`config.mk`:
```
export PLATFORM = sky130hd
export DESIGN_NAME = fp_op_dispatcher
export DESIGN_NICKNAME = d
export VERILOG_FILES = /design/src/rtl/fp_op_dispatcher.sv
export SDC_FILE = /design/constraint.sdc
export NUM_CORES = 1
export LEC_CHECK = 0
export BUFFER_PORTS_ARGS = -buffer_cell sky130_fd_sc_hd__buf_2
export CAP_MARGIN = 5
export CORE_MARGIN = 2
export CORE_UTILIZATION = 40
export DETAILED_ROUTE_END_ITERATION = 8
export GPL_TIMING_DRIVEN = 0
export SLEW_MARGIN = 40
export SYNTH_ARGS = -nofsm -noshare
export SYNTH_HDL_FRONTEND = slang
export SYNTH_SLANG_ARGS = --single-unit
```
`constraint.sdc`:
```
create_clock -name clk -period 3.96 [get_ports clk]
set_input_delay 0.198 -clock clk [delete_from_list [all_inputs] [get_ports clk]]
set_output_delay 0.198 -clock clk [all_outputs]
set_load 0.02 [all_outputs]
```
`src/rtl/fp_op_dispatcher.sv`:
```
// fp_op_dispatcher: command FIFO + issue FSM in front of the FP add/sub unit.
// Ports: clk/rst, in_* (cmd valid/ready), fp_* (adder side),
//        out_* (result valid/ready), count (FIFO occupancy), busy.
module fp_op_dispatcher #(
    parameter int DEPTH   = 4,
    parameter int TAG_W   = 4,
    parameter int TIMEOUT = 16
) (
    input  logic                       clk,
    input  logic                       rst,
    input  logic                       in_valid,
    output logic                       in_ready,
    input  logic                       in_op,
    input  logic [31:0]                in_a,
    input  logic [31:0]                in_b,
    input  logic [TAG_W-1:0]           in_tag,
    output logic                       fp_start,
    output logic                       fp_op,
    output logic [31:0]                fp_a,
    output logic [31:0]                fp_b,
    input  logic                       fp_ready,
    input  logic [31:0]                fp_c,
    output logic                       out_valid,
    input  logic                       out_ready,
    output logic [31:0]                out_result,
    output logic [TAG_W-1:0]           out_tag,
    output logic                       out_err,
    output logic [$clog2(DEPTH+1)-1:0] count,
    output logic                       busy
);

    localparam int PW = $clog2(DEPTH);
    localparam int CW = $clog2(DEPTH+1);
    localparam int WW = $clog2(TIMEOUT+1);
    localparam int EW = 1 + 32 + 32 + TAG_W;
    localparam logic [31:0] QNAN = 32'h7FC0_0000;

    typedef enum logic [2:0] {
        S_IDLE,
        S_ISSUE,
        S_WAIT_LOW,
        S_WAIT_HIGH,
        S_OUTPUT
    } state_t;

    state_t state;
    state_t state_nx;

    logic [EW-1:0]    mem [DEPTH];
    logic [PW-1:0]    wr_ptr;
    logic [PW-1:0]    rd_ptr;
    logic [EW-1:0]    head;
    logic [TAG_W-1:0] hold_tag;
    logic [WW-1:0]    wd;

    logic push;
    logic pop;
    logic waiting;
    logic wd_hit;
    logic cap_ok;
    logic abort;

    assign in_ready = (count < CW'(DEPTH));
    assign push     = in_valid & in_ready;
    assign pop      = (state == S_IDLE) & (count != '0) & fp_ready;
    assign head     = mem[rd_ptr];

    assign waiting = (state == S_WAIT_LOW) | (state == S_WAIT_HIGH);
    assign wd_hit  = (wd == WW'(TIMEOUT-1));
    assign cap_ok  = (state == S_WAIT_HIGH) & fp_ready;
    // A real completion on the last allowed cycle beats the abort.
    assign abort   = waiting & wd_hit & ~cap_ok;

    // FIFO storage needs no reset: occupancy is tracked by count.
    always_ff @(posedge clk) begin
        if (push) begin
            mem[wr_ptr] <= {in_op, in_a, in_b, in_tag};
        end
    end

    always_ff @(posedge clk or posedge rst) begin
        if (rst) begin
            wr_ptr <= '0;
            rd_ptr <= '0;
            count  <= '0;
        end else begin
            if (push) wr_ptr <= wr_ptr + PW'(1);
            if (pop)  rd_ptr <= rd_ptr + PW'(1);
            unique case ({push, pop})
                2'b10:   count <= count + CW'(1);
                2'b01:   count <= count - CW'(1);
                default: count <= count;
            endcase
        end
    end

    // State register
    always_ff @(posedge clk or posedge rst) begin
        if (rst) state <= S_IDLE;
        else     state <= state_nx;
    end

    // Next-state logic
    always_comb begin
        state_nx = state;
        unique case (state)
            S_IDLE: begin
                if (pop) state_nx = S_ISSUE;
            end
            S_ISSUE: begin
                state_nx = S_WAIT_LOW;
            end
            S_WAIT_LOW: begin
                if (abort)          state_nx = S_OUTPUT;
                else if (!fp_ready) state_nx = S_WAIT_HIGH;
            end
            S_WAIT_HIGH: begin
                if (cap_ok | abort) state_nx = S_OUTPUT;
            end
            S_OUTPUT: begin
                if (out_ready) state_nx = S_IDLE;
            end
            default: state_nx = S_IDLE;
        endcase
    end

    // Moore outputs
    always_comb begin
        fp_start  = 1'b0;
        out_valid = 1'b0;
        unique case (state)
            S_ISSUE:  fp_start  = 1'b1;
            S_OUTPUT: out_valid = 1'b1;
            default: ;
        endcase
        busy = (state != S_IDLE) | (count != '0);
    end

    // Watchdog: cleared on issue, counts only while waiting on the adder.
    always_ff @(posedge clk or posedge rst) begin
        if (rst) begin
            wd <= '0;
        end else if (state == S_ISSUE) begin
            wd <= '0;
        end else if (waiting & ~wd_hit) begin
            wd <= wd + WW'(1);
        end
    end

    // Operands stay put from issue until the next issue.
    always_ff @(posedge clk or posedge rst) begin
        if (rst) begin
            fp_op    <= 1'b0;
            fp_a     <= '0;
            fp_b     <= '0;
            hold_tag <= '0;
        end else if (pop) begin
            fp_op    <= head[EW-1];
            fp_a     <= head[EW-2 -: 32];
            fp_b     <= head[EW-34 -: 32];
            hold_tag <= head[TAG_W-1:0];
        end
    end

    // Result slot: only written when entering OUTPUT, so it is stable
    // for as long as the consumer stalls.
    always_ff @(posedge clk or posedge rst) begin
        if (rst) begin
            out_result <= '0;
            out_tag    <= '0;
            out_err    <= 1'b0;
        end else if (cap_ok) begin
            out_result <= fp_c;
            out_tag    <= hold_tag;
            out_err    <= 1'b0;
        end else if (abort) begin
            out_result <= QNAN;
            out_tag    <= hold_tag;
            out_err    <= 1'b1;
        end
    end

endmodule

```
==> results of run 1 <==
[synthesized netlist by cell type]
cell type | instances | area share [%]
nor2b_1 | 5 | 0.21
clkbuf_1 | 12 | 0.31
inv_1 | 12 | 0.31
xnor2_1 | 5 | 0.30
clkbuf_2 | 1 | 0.034
ha_1 | 7 | 0.60
o21ai_0 | 3 | 0.10
nand3_1 | 3 | 0.10
or2_2 | 1 | 0.043
and2_1 | 5 | 0.21
a21o_1 | 1 | 0.051
mux2_2 | 75 | 5.8
dfrtp_1 | 121 | 21
nor3_1 | 1 | 0.034
nand2_1 | 3 | 0.077
nand4_1 | 1 | 0.043
xor2_1 | 1 | 0.060
buf_4 | 5 | 0.26
a21oi_1 | 3 | 0.10
and3_1 | 2 | 0.085
buf_2 | 11 | 0.38
or3b_1 | 1 | 0.060
mux2i_1 | 1 | 0.068
a211oi_1 | 1 | 0.051
edfxtp_1 | 276 | 57
o22a_1 | 9 | 0.54
a22oi_1 | 1 | 0.051
nand2_2 | 1 | 0.043
a22o_1 | 27 | 1.6
fa_1 | 1 | 0.14
o31a_1 | 1 | 0.060
mux4_2 | 69 | 11
nor2_1 | 8 | 0.20
or3_1 | 1 | 0.043
buf_6 | 3 | 0.23
[report_power, final]
part	switching, mW	internal (mW)	leakage (nW)	total, mW
sequential	0.394	5.51	3.96	5.90
clock	1.53	2.27	0.649	3.80
combinational	2.37	2.02	2.62	4.39
[worst register-to-register path, delay by kind of cell (launching register included)]
| kind | cells | cell delay (ns) |
|---|---|---|
| buffers and inverters | 4 | 0.61 |
| DFF | 1 | 0.35 |
| xor gates and xnor gates | 2 | 0.27 |
| adders and majority gates | 2 | 0.54 |
| and+or+nand+nor | 3 | 0.91 |
[repair_timing]
action,4_1_cts,5_1_grt
resized for setup,0,0
hold endpoints to repair,371,0
hold buffers,104,0
[state kept, by name, summed over array words and instances (netlist names)]
register,count
fp_a,32
count,3
out_err,1
fp_op,1
out_result,32
fp_b,32
rd_ptr,2
wd,5
wr_ptr,2
hold_tag,4
out_tag,4
state,3
mem,276
[final timing paths]
path | start | end | slack, ns | depth (start not counted)
worst min-delay path | rst | out_result[11] | 0.22 | 3
max in group asynchronous | rst | fp_a[7] | 3.02 | 4
worst min register to register | out_result[12] | out_result[12] | 0.50 | 1
worst max register to register | state[2] | count[2] | 1.22 | 11
worst max-delay path | state[2] | count[2] | 1.22 | 11
min in group clk | in_valid | wr_ptr[0] | 0.28 | 4
[kinds of logic (layout without fill, tap and decap cells)]
group,Yosys count,in the layout
buffers and inverters,44,451
AO/OA/AOI/OAI,46,46
flip-flops,397,397
AND/OR/NAND/NOR,32,32
multiplexers,145,145
adder cells (fa/ha/maj),8,8
XOR/XNOR,6,6
[routing by layer]
metal | track usage (%) | vias to the layer above | part of all wire [%]
met5 | 0 | - | 0
met4 | 5.43 | 0 | 2.2
met3 | 3.99 | 44 | 6.1
met2 | 27.8 | 219 | 49
met1 | 20.7 | 3878 | 43
li1 | - | 3472 | -
[layout make-up]
| type | instances | area (um2) | share of cell area [%] |
|---|---|---|---|
| clock buffers | 69 | 1240 | 6.54 |
| clock inverters | 11 | 113 | 0.596 |
| multi-input cells | 237 | 3130 | 16.5 |
| well taps | 468 | 586 | 3.10 |
| inverters | 12 | 52.6 | 0.278 |
| repair buffers | 327 | 2300 | 12.2 |
| plain buffers | 32 | 178 | 0.940 |
| flip-flops and latches | 397 | 11300 | 59.9 |
[metrics by stage]
| stage | hold slack [ns] | util [%] | power, mW | instances |
|---|---|---|---|---|
| 2_1_floorplan | 0.297 | - | 8.92 | 678 |
| 3_3_place_gp | 0.409 | 44.9 | 10.3 | 1360 |
| 3_5_place_dp | 0.270 | 45.4 | 10.4 | 1369 |
| 4_1_cts | 0.211 | 52.0 | 14.4 | 1553 |
| 5_1_grt | 0.276 | 52.0 | 14.9 | 1553 |
| 6_report | 0.225 | 52.0 | 14.1 | 1553 |
==> flow_summary.yaml, run 1 <==
outcome:
  outcome: "completed"
final_layout:
  final_area_mm2: 0.0189
  fillCellCount: 2966
  antenna_cells: 0
  area_growth_pct: 29.0
  layout_commonest_cell: "edfxtp_1"
  mostFrequentLayoutCells: "edfxtp_1, buf_2, dfrtp_1"
  drive_gt1_share_pct: 41.7
  nets: 1165
clock_tree:
  clkSinkCount: 397
  cts_tree: "yes"
  ctsLongestPathBuffers: 3
  clock_latency_ns: 0.55
  post-cts-setup-buffers: 0
  cts_root_buffer: "clkbuf_16"
  htreeDepth: 2
  numCtsBuffers: 44
  clkTransAtPathRegs_ns: 0.06
power:
  power-per-cell-area_mw_per_mm2: 745
  peakVddDrop_uv: 414
  leakage_nw: 7.23
timing:
  setup_slack_ns: 1.22
  rsz0062_at_grt: "no"
  clock.fmax_ghz: 0.365
  post-route-min-period_ns: 2.74
  finalSetupTns_ns: 0
  hold_viol: 0
  maxSlewViolCount: 0
  period_share_pct: 69.2
  finalSetupViolations: 0
  worstMarginPinSlew_ns: 0.747
  fin_worst_skew_ns: 0.00918
  relSlewSlack_pct: 50.2
grt:
  grt_usage_pct: 16.4
  grt-ovfl-total: 0
  grt_pass1_wl_um: 47400
  grt_max_degree: 63
  grt_pass1_vias: 8355
  antenna_found_initial: 0
floorplanning:
  die_area_mm2: 0.0382
  die_w_um: 195
  core_area_mm2: 0.0363
  start_util_pct: 40.3
  rows: 70
  die_h_um: 195
  io_pins: 215
worst_setup_path:
  crit_family: "simple AND/OR/NAND/NOR gates"
  worstSetupPathType: "register to register"
  cp.arrival_ns: 3.21
  crit_path_end_kind: "register"
  crit_path_max_fanout: 10
  slowest_delay_ns: 0.44
  crit_chain: "clkbuf_2, nor3_1, nand2_2, buf_4, inv_1, ha_1, inv_1, fa_1, xor2_1, nor2_1, xnor2_1"
  crit_path_frequent_cell: "inv_1"
  critPathLaunchType: "register"
  path_buf_inv: 4
  required_ns: 4.43
  cp_slowest_cell: "nor3_1"
yosys:
  yosysSeqAreaShare_pct: 77.2
  synth_top_family_by_area: "multiplexers"
  synth_xor_area_share_pct: 0.359
  synth_compound_area_share_pct: 2.57
  yosys.area_share.adder_pct: 0.734
  postSynthAreaPerCell_um2: 21.6
  yosys_register_bits: 397
  yosysWarnings: 0
  syn_area_mm2: 0.0147
  synth_cell_types: 35
  netlist_instances: 678
  syn_nets: 792
  yosys.area_share.simple_pct: 1.16
  synth_mux_area_share_pct: 16.4
detailed_routing:
  ant_nets: 0
  wirelength_um: 30100
  vias: 7613
  drtPass1Iterations: 4
  avgRoutedWirePerCell_um: 19.4
  vias_per_cell: 4.90
  route.detailed.drc: 0
  drt_iter0_markers: 305
placed_design:
  gp_congestion: 0.715
  io_buffer_count: 214
  placed_cell_area_mm2: 0.0165
  dp_slack_ns: 1.10
  dp.final_hpwl_um: 18500
worst_hold_path:
  hold_class: "input pin to async pin"
run:
  maxCapViolations: 0
(Power assumes the default switching activity.)
==> run 2: changes to the inputs <==
ABC_AREA = 1   (was unset)
clock period = 2.66 ns   (was 3.96 ns; I/O delays follow)
==> run 2 against run 1 <==
  * Worst hold slack got worse by 0.15 ns
  * Count of clock-buffer cells in the layout fell by 8
  * Flip-flop and latch count did not move
  * Cell area is 5.7% higher
==> flow_summary.yaml, run 2 <==
floorplanning:
  rows: 71
  die_h_um: 199
  start_util_pct: 40.6
  die_area_mm2: 0.0397
  io_pins: 215
  core_area_mm2: 0.0376
  die_w_um: 199
grt:
  grt_max_degree: 23
  antenna_found_initial: 5
  grt_pass1_wl_um: 57700
  grt_pass1_vias: 10400
  grt_usage_pct: 19.3
  grt-ovfl-total: 0
yosys:
  yosys_register_bits: 397
  synth_cell_types: 28
  syn_area_mm2: 0.0153
  syn_nets: 1389
  synth_top_cell_area_share_pct: 54.3
  yosysSeqAreaShare_pct: 74.2
  synth_most_common_cell: "edfxtp_1"
  synth_edf_count: 276
  dominantRegCellSynth: "edfxtp_1"
  ys_top_cells_by_area: "edfxtp_1, dfrtp_1, nand2_1"
  postSynthAreaPerCell_um2: 12.0
  ys_top_cells_by_count: "edfxtp_1, nand2_1, nor2_1"
  netlist_instances: 1275
  yosysWarnings: 0
  synth_top_cell_by_area: "edfxtp_1"
  synthArstFlopShare_pct: 30.5
final_layout:
  mostFrequentLayoutCells: "edfxtp_1, nand2_1, buf_2"
  nets: 1777
  top_register: "mem"
  area_growth_pct: 31.0
  largest_reg_flops: 276
  drive_gt1_share_pct: 21.1
  stdcell_count: 2210
  fillCellCount: 3215
  layout_commonest_cell: "edfxtp_1"
power:
  leakage_nw: 8.18
  peakVddDrop_uv: 720
  power-per-cell-area_mw_per_mm2: 1110
placed_design:
  io_buffer_count: 213
  dp_slack_ns: -0.0119
  gp_congestion: 0.743
  dp.final_hpwl_um: 25100
  place_inst: 2023
detailed_routing:
  ant_nets: 0
  avgRoutedWirePerCell_um: 17.3
  drt_iter0_markers: 510
  vias: 10600
  vias_per_cell: 4.77
  route.detailed.drc: 0
  wirelength_um: 38300
  drtPass1Iterations: 4
outcome:
  outcome: "completed"
worst_setup_path:
  crit_path_end_kind: "register"
  worstSetupPathType: "register to register"
  timing.rr.end: "count[2]"
  crit_end: "count[2]"
  crit_path_max_fanout: 19
  required_ns: 3.08
  reg2reg_slack_ns: 0.29
  critPathLaunchType: "register"
  crit_start: "state[1]"
  cp.arrival_ns: 2.79
  r2r_start: "state[1]"
  reg2reg_depth: 12
timing:
  relSlewSlack_pct: 60.7
  setup_slack_ns: 0.291
  period_share_pct: 89.1
  hold_viol: 0
  maxSlewViolCount: 0
  fin_worst_skew_ns: 0.0261
  clock.fmax_ghz: 0.422
  rsz0062_at_grt: "no"
  post-route-min-period_ns: 2.37
  worstMarginPinSlew_ns: 0.588
  finalSetupViolations: 0
clock_tree:
  numCtsBuffers: 42
  cts_tree: "yes"
  clkTransAtPathRegs_ns: 0.05
  clkSinkCount: 397
  cts_root_buffer: "clkbuf_16"
  clock_latency_ns: 0.56
  htreeDepth: 2
  ctsLongestPathBuffers: 3
worst_hold_path:
  hold_class: "input pin to register"
run:
  maxCapViolations: 0
[run 2: changes by cell type after synthesis, moves of 14 or more]
cell / delta
clkbuf_1: +14
o21ai_1: +41
a22o_1: -27
nand2_1: +268
nand3_1: +26
mux4_2: -69
buf_2: +15
o21ai_0: +175
nor2_1: +212
mux2_2: -75
[run 2: cells by family after synthesis]
logic type                 after synthesis  synth area share, %
buffers and inverters                   98                 3.29
DFF                                    397                 74.2
adders and majority gates                8                0.705
xor gates and xnor gates                 5                0.287
AOI/OAI and AO/OA                      233                 7.87
and+or+nand+nor                        534                 13.7
[run 2: repair_timing]
| action | CTS | global route |
|---|---|---|
| hold endpoints to repair | 355 | 0 |
| hold buffers | 106 | 0 |
| endpoints found under the setup margin | 1 | 1 |
| buffers inserted | 0 | 2 |
| resized for setup | 1 | 0 |
| gates cloned | 0 | 0 |
[run 2: worst min path at each step]
stage          startpoint        endpoint  slack, ns  depth (start not counted)
2_1_floorplan   in_tag[0]       mem[0][0]       0.23                          0
3_3_place_gp      in_b[5]       mem[2][9]       0.35                          1
3_5_place_dp          rst  out_result[12]       0.16                          2
4_1_cts          fp_ready        state[0]       0.03                          5
5_1_grt          fp_ready        state[0]       0.11                          5
6_report         fp_ready        state[0]       0.07                          5
[run 2: final cells by class]
| class | instances | area [um2] | share of cell area (%) |
|---|---|---|---|
| antenna | 4 | 10.0 | 0.0501 |
| buffer | 69 | 385 | 1.93 |
| clock buffer | 61 | 1210 | 6.08 |
| clock inverter | 15 | 201 | 1.01 |
| inverter | 28 | 109 | 0.545 |
| multi-input combinational | 780 | 3470 | 17.4 |
| sequential | 397 | 11300 | 56.6 |
| tap | 511 | 639 | 3.20 |
| timing repair buffer | 345 | 2630 | 13.2 |
[run 2: worst max-delay path: stages, from the launching register on]
cell and delay [ns]:
dfrtp_1 0.41, inv_2 0.11, nand2_2 0.08, nor2_4 0.15, nand3_4 0.12, inv_2 0.08, buf_6 0.24, ha_1 0.19
inv_1 0.07, fa_1 0.38, a21oi_1 0.14, o21ai_0 0.12, xor2_1 0.15
[run 2: power breakdown]
part / internal, mW / leakage [nW] / total, mW / switching [mW]
clock: 3.65 / 0.690 / 5.98 / 2.34
sequential: 8.05 / 4.00 / 8.59 / 0.544
combinational: 2.51 / 3.49 / 7.57 / 5.06
[run 2: per-stage QoR]
step | utilization (%) | setup TNS (ns) | power (mW) | hold WS [ns] | area (um2)
after floorplan | - | -153.15 | 13.4 | 0.232 | 15300
after global placement | 45.2 | -543.70 | 16.0 | 0.348 | 17000
after detailed placement | 46.5 | -0.0119 | 16.3 | 0.155 | 17500
after CTS | 53.1 | 0 | 22.4 | 0.0285 | 20000
after global routing | 53.1 | 0 | 23.6 | 0.108 | 20000
final | 53.2 | 0 | 22.1 | 0.0747 | 20000
[run 2: routing by layer]
layer / up-vias / wire length [um] / track usage [%]
li1: 5146 / - / -
met1: 5047 / 16400 / 24.0
met2: 292 / 18600 / 33.6
met3: 65 / 2420 / 4.62
met4: 2 / 857 / 5.50
met5: - / 13 / 0
==> run 3: changes to the inputs <==
SETUP_SLACK_MARGIN = 0.3   (was unset)
==> run 3 against run 2 <==
  * Sequential power about the same
  * Setup slack better by 0.11 ns
  * Core utilization grew 0.16 points
  * Non-clock buffer count is 6 higher
  * Cell area is 0.29% higher
  * Via count grew 1.3%
  * Total power grew 0.19%
  * Clock power fell by 2%
  * Die area unchanged
  * Critical path depth up 1
  * Critical endpoint unchanged
  * Largest cell class unchanged
==> flow_summary.yaml, run 3 (synthesized netlist as in run 2, its figures left out) <==
final_layout:
  largest_reg_flops: 276
  area_growth_pct: 31.3
  post-route-util_pct: 53.3
  nets: 1783
  mostFrequentLayoutCells: "edfxtp_1, nand2_1, buf_2"
  final_area_mm2: 0.0200
  layout_commonest_cell: "edfxtp_1"
  drive_gt1_share_pct: 21.7
  top_register: "mem"
  stdcell_count: 2218
detailed_routing:
  route.detailed.drc: 0
  drtPass1Iterations: 5
  wirelength_um: 38800
  vias: 10700
  drt_iter0_markers: 501
  wl_met1_um: 16300
  vias_per_cell: 4.82
  avgRoutedWirePerCell_um: 17.5
  met2WireLength_um: 18900
  ant_nets: 0
  highest_layer: "met5"
  met3_length_um: 2770
clock_tree:
  cts_root_buffer: "clkbuf_16"
  numCtsBuffers: 42
  cts_tree: "yes"
  clkSinkCount: 397
  htreeDepth: 2
  clkTransAtPathRegs_ns: 0.06
  ctsLongestPathBuffers: 3
  clock_latency_ns: 0.57
timing:
  relSlewSlack_pct: 62.1
  post-route-min-period_ns: 2.26
  finalSetupTns_ns: 0
  setup_slack_ns: 0.403
  rsz0062_at_grt: "no"
  finalSetupViolations: 0
  clock.fmax_ghz: 0.443
  fin_worst_skew_ns: 0.0187
  worstMarginPinSlew_ns: 0.568
  whs_ns: 0.0799
  maxSlewViolCount: 0
  hold_viol: 0
  period_share_pct: 84.8
worst_setup_path:
  slowest_delay_ns: 0.41
  worstSetupPathType: "register to register"
  critPathLaunchType: "register"
  crit_path_frequent_cell: "buf_12"
  crit_family: "buffers and inverters"
  required_ns: 3.10
  cp_slowest_cell: "dfrtp_1"
  cp.arrival_ns: 2.70
  path_buf_inv: 5
  crit_path_max_fanout: 10
  crit_path_end_kind: "register"
  crit_chain: "inv_2, nand2_2, nor2_4, nand3_4, inv_4, buf_12, buf_12, ha_1, inv_1, fa_1, a21oi_1, o21ai_1, xor2_1"
placed_design:
  io_buffer_count: 213
  dp_slack_ns: 0.0199
  place_inst: 2025
  gp_congestion: 0.753
  placed_cell_area_mm2: 0.0175
  dp.final_hpwl_um: 25500
worst_hold_path:
  hold_class: "input pin to register"
grt:
  grt_pass1_vias: 10600
  grt_usage_pct: 19.6
  grt_pass1_wl_um: 59000
  antenna_found_initial: 4
  grt-ovfl-total: 0
  grt_max_degree: 25
power:
  power_switching_share_pct: 36.5
  leakage_nw: 8.20
  power_switching_mw: 8.11
  peakVddDrop_uv: 664
  pwr-share-seq_pct: 38.8
  p_total_mw: 22.2
  combPwrFrac_pct: 34.7
  clock_power_share_pct: 26.5
  power-per-cell-area_mw_per_mm2: 1110
  p_int_mw: 14.1
floorplanning:
  die_area_mm2: 0.0397
  die_h_um: 199
  die_w_um: 199
  core_area_mm2: 0.0376
  rows: 71
  start_util_pct: 40.6
  io_pins: 215
run:
  maxCapViolations: 0
outcome:
  outcome: "completed"
## run 3: worst register-to-register path: stages, from the launching register on
cell,delay [ns]
dfrtp_1,0.41
inv_2,0.11
nand2_2,0.08
nor2_4,0.11
nand3_4,0.12
inv_4,0.10
buf_12,0.14
buf_12,0.12
ha_1,0.13
inv_1,0.07
fa_1,0.38
a21oi_1,0.15
o21ai_1,0.08
xor2_1,0.14
## run 3: layout make-up
class | instances | area (um2)
inverters | 28 | 111
clock buffers | 56 | 1140
well taps | 511 | 639
multi-input cells | 780 | 3480
plain buffers | 70 | 414
clock inverters | 22 | 245
diodes | 4 | 10.0
fillers | 3244 | 17500
flip-flops and latches | 397 | 11300
repair buffers | 350 | 2680
## run 3: timing repair
| item | 4_1_cts | 5_1_grt |
|---|---|---|
| setup endpoints to repair | 2 | 1 |
| buffers inserted | 2 | 3 |
| pin swaps | 1 | 1 |
| endpoints found under the hold margin | 371 | 0 |
| hold buffers | 106 | 0 |
| resized for setup | 5 | 2 |
## run 3: per-layer routing
| layer | vias to the layer above | GRT usage [%] |
|---|---|---|
| met5 | - | 0 |
| li1 | 5162 | - |
| met2 | 356 | 33.5 |
| met1 | 5114 | 25.0 |
| met4 | 2 | 5.83 |
| met3 | 54 | 4.41 |
## run 3: worst paths after layout
| kind | startpoint | to | slack, ns | cells past startpoint |
|---|---|---|---|---|
| max | state[1] | count[2] | 0.40 | 13 |
| min | in_valid | wr_ptr[0] | 0.08 | 3 |
| max reg2reg | state[1] | count[2] | 0.40 | 13 |
| min reg2reg | out_result[15] | out_result[15] | 0.46 | 2 |
| max in group asynchronous | rst | fp_b[5] | 1.82 | 5 |
| min in group asynchronous | rst | out_result[28] | 0.15 | 3 |
## run 3: power by group through the flow
stage          sequential [mW]  clock [mW]  combinational [mW]
6_report                  8.61        5.88                7.70
5_1_grt                   8.75        6.27                8.59
4_1_cts                   8.61        6.01                7.78
3_5_place_dp              8.72           0                7.53
3_3_place_gp              8.75           0                7.17
2_1_floorplan             9.60           0                3.82
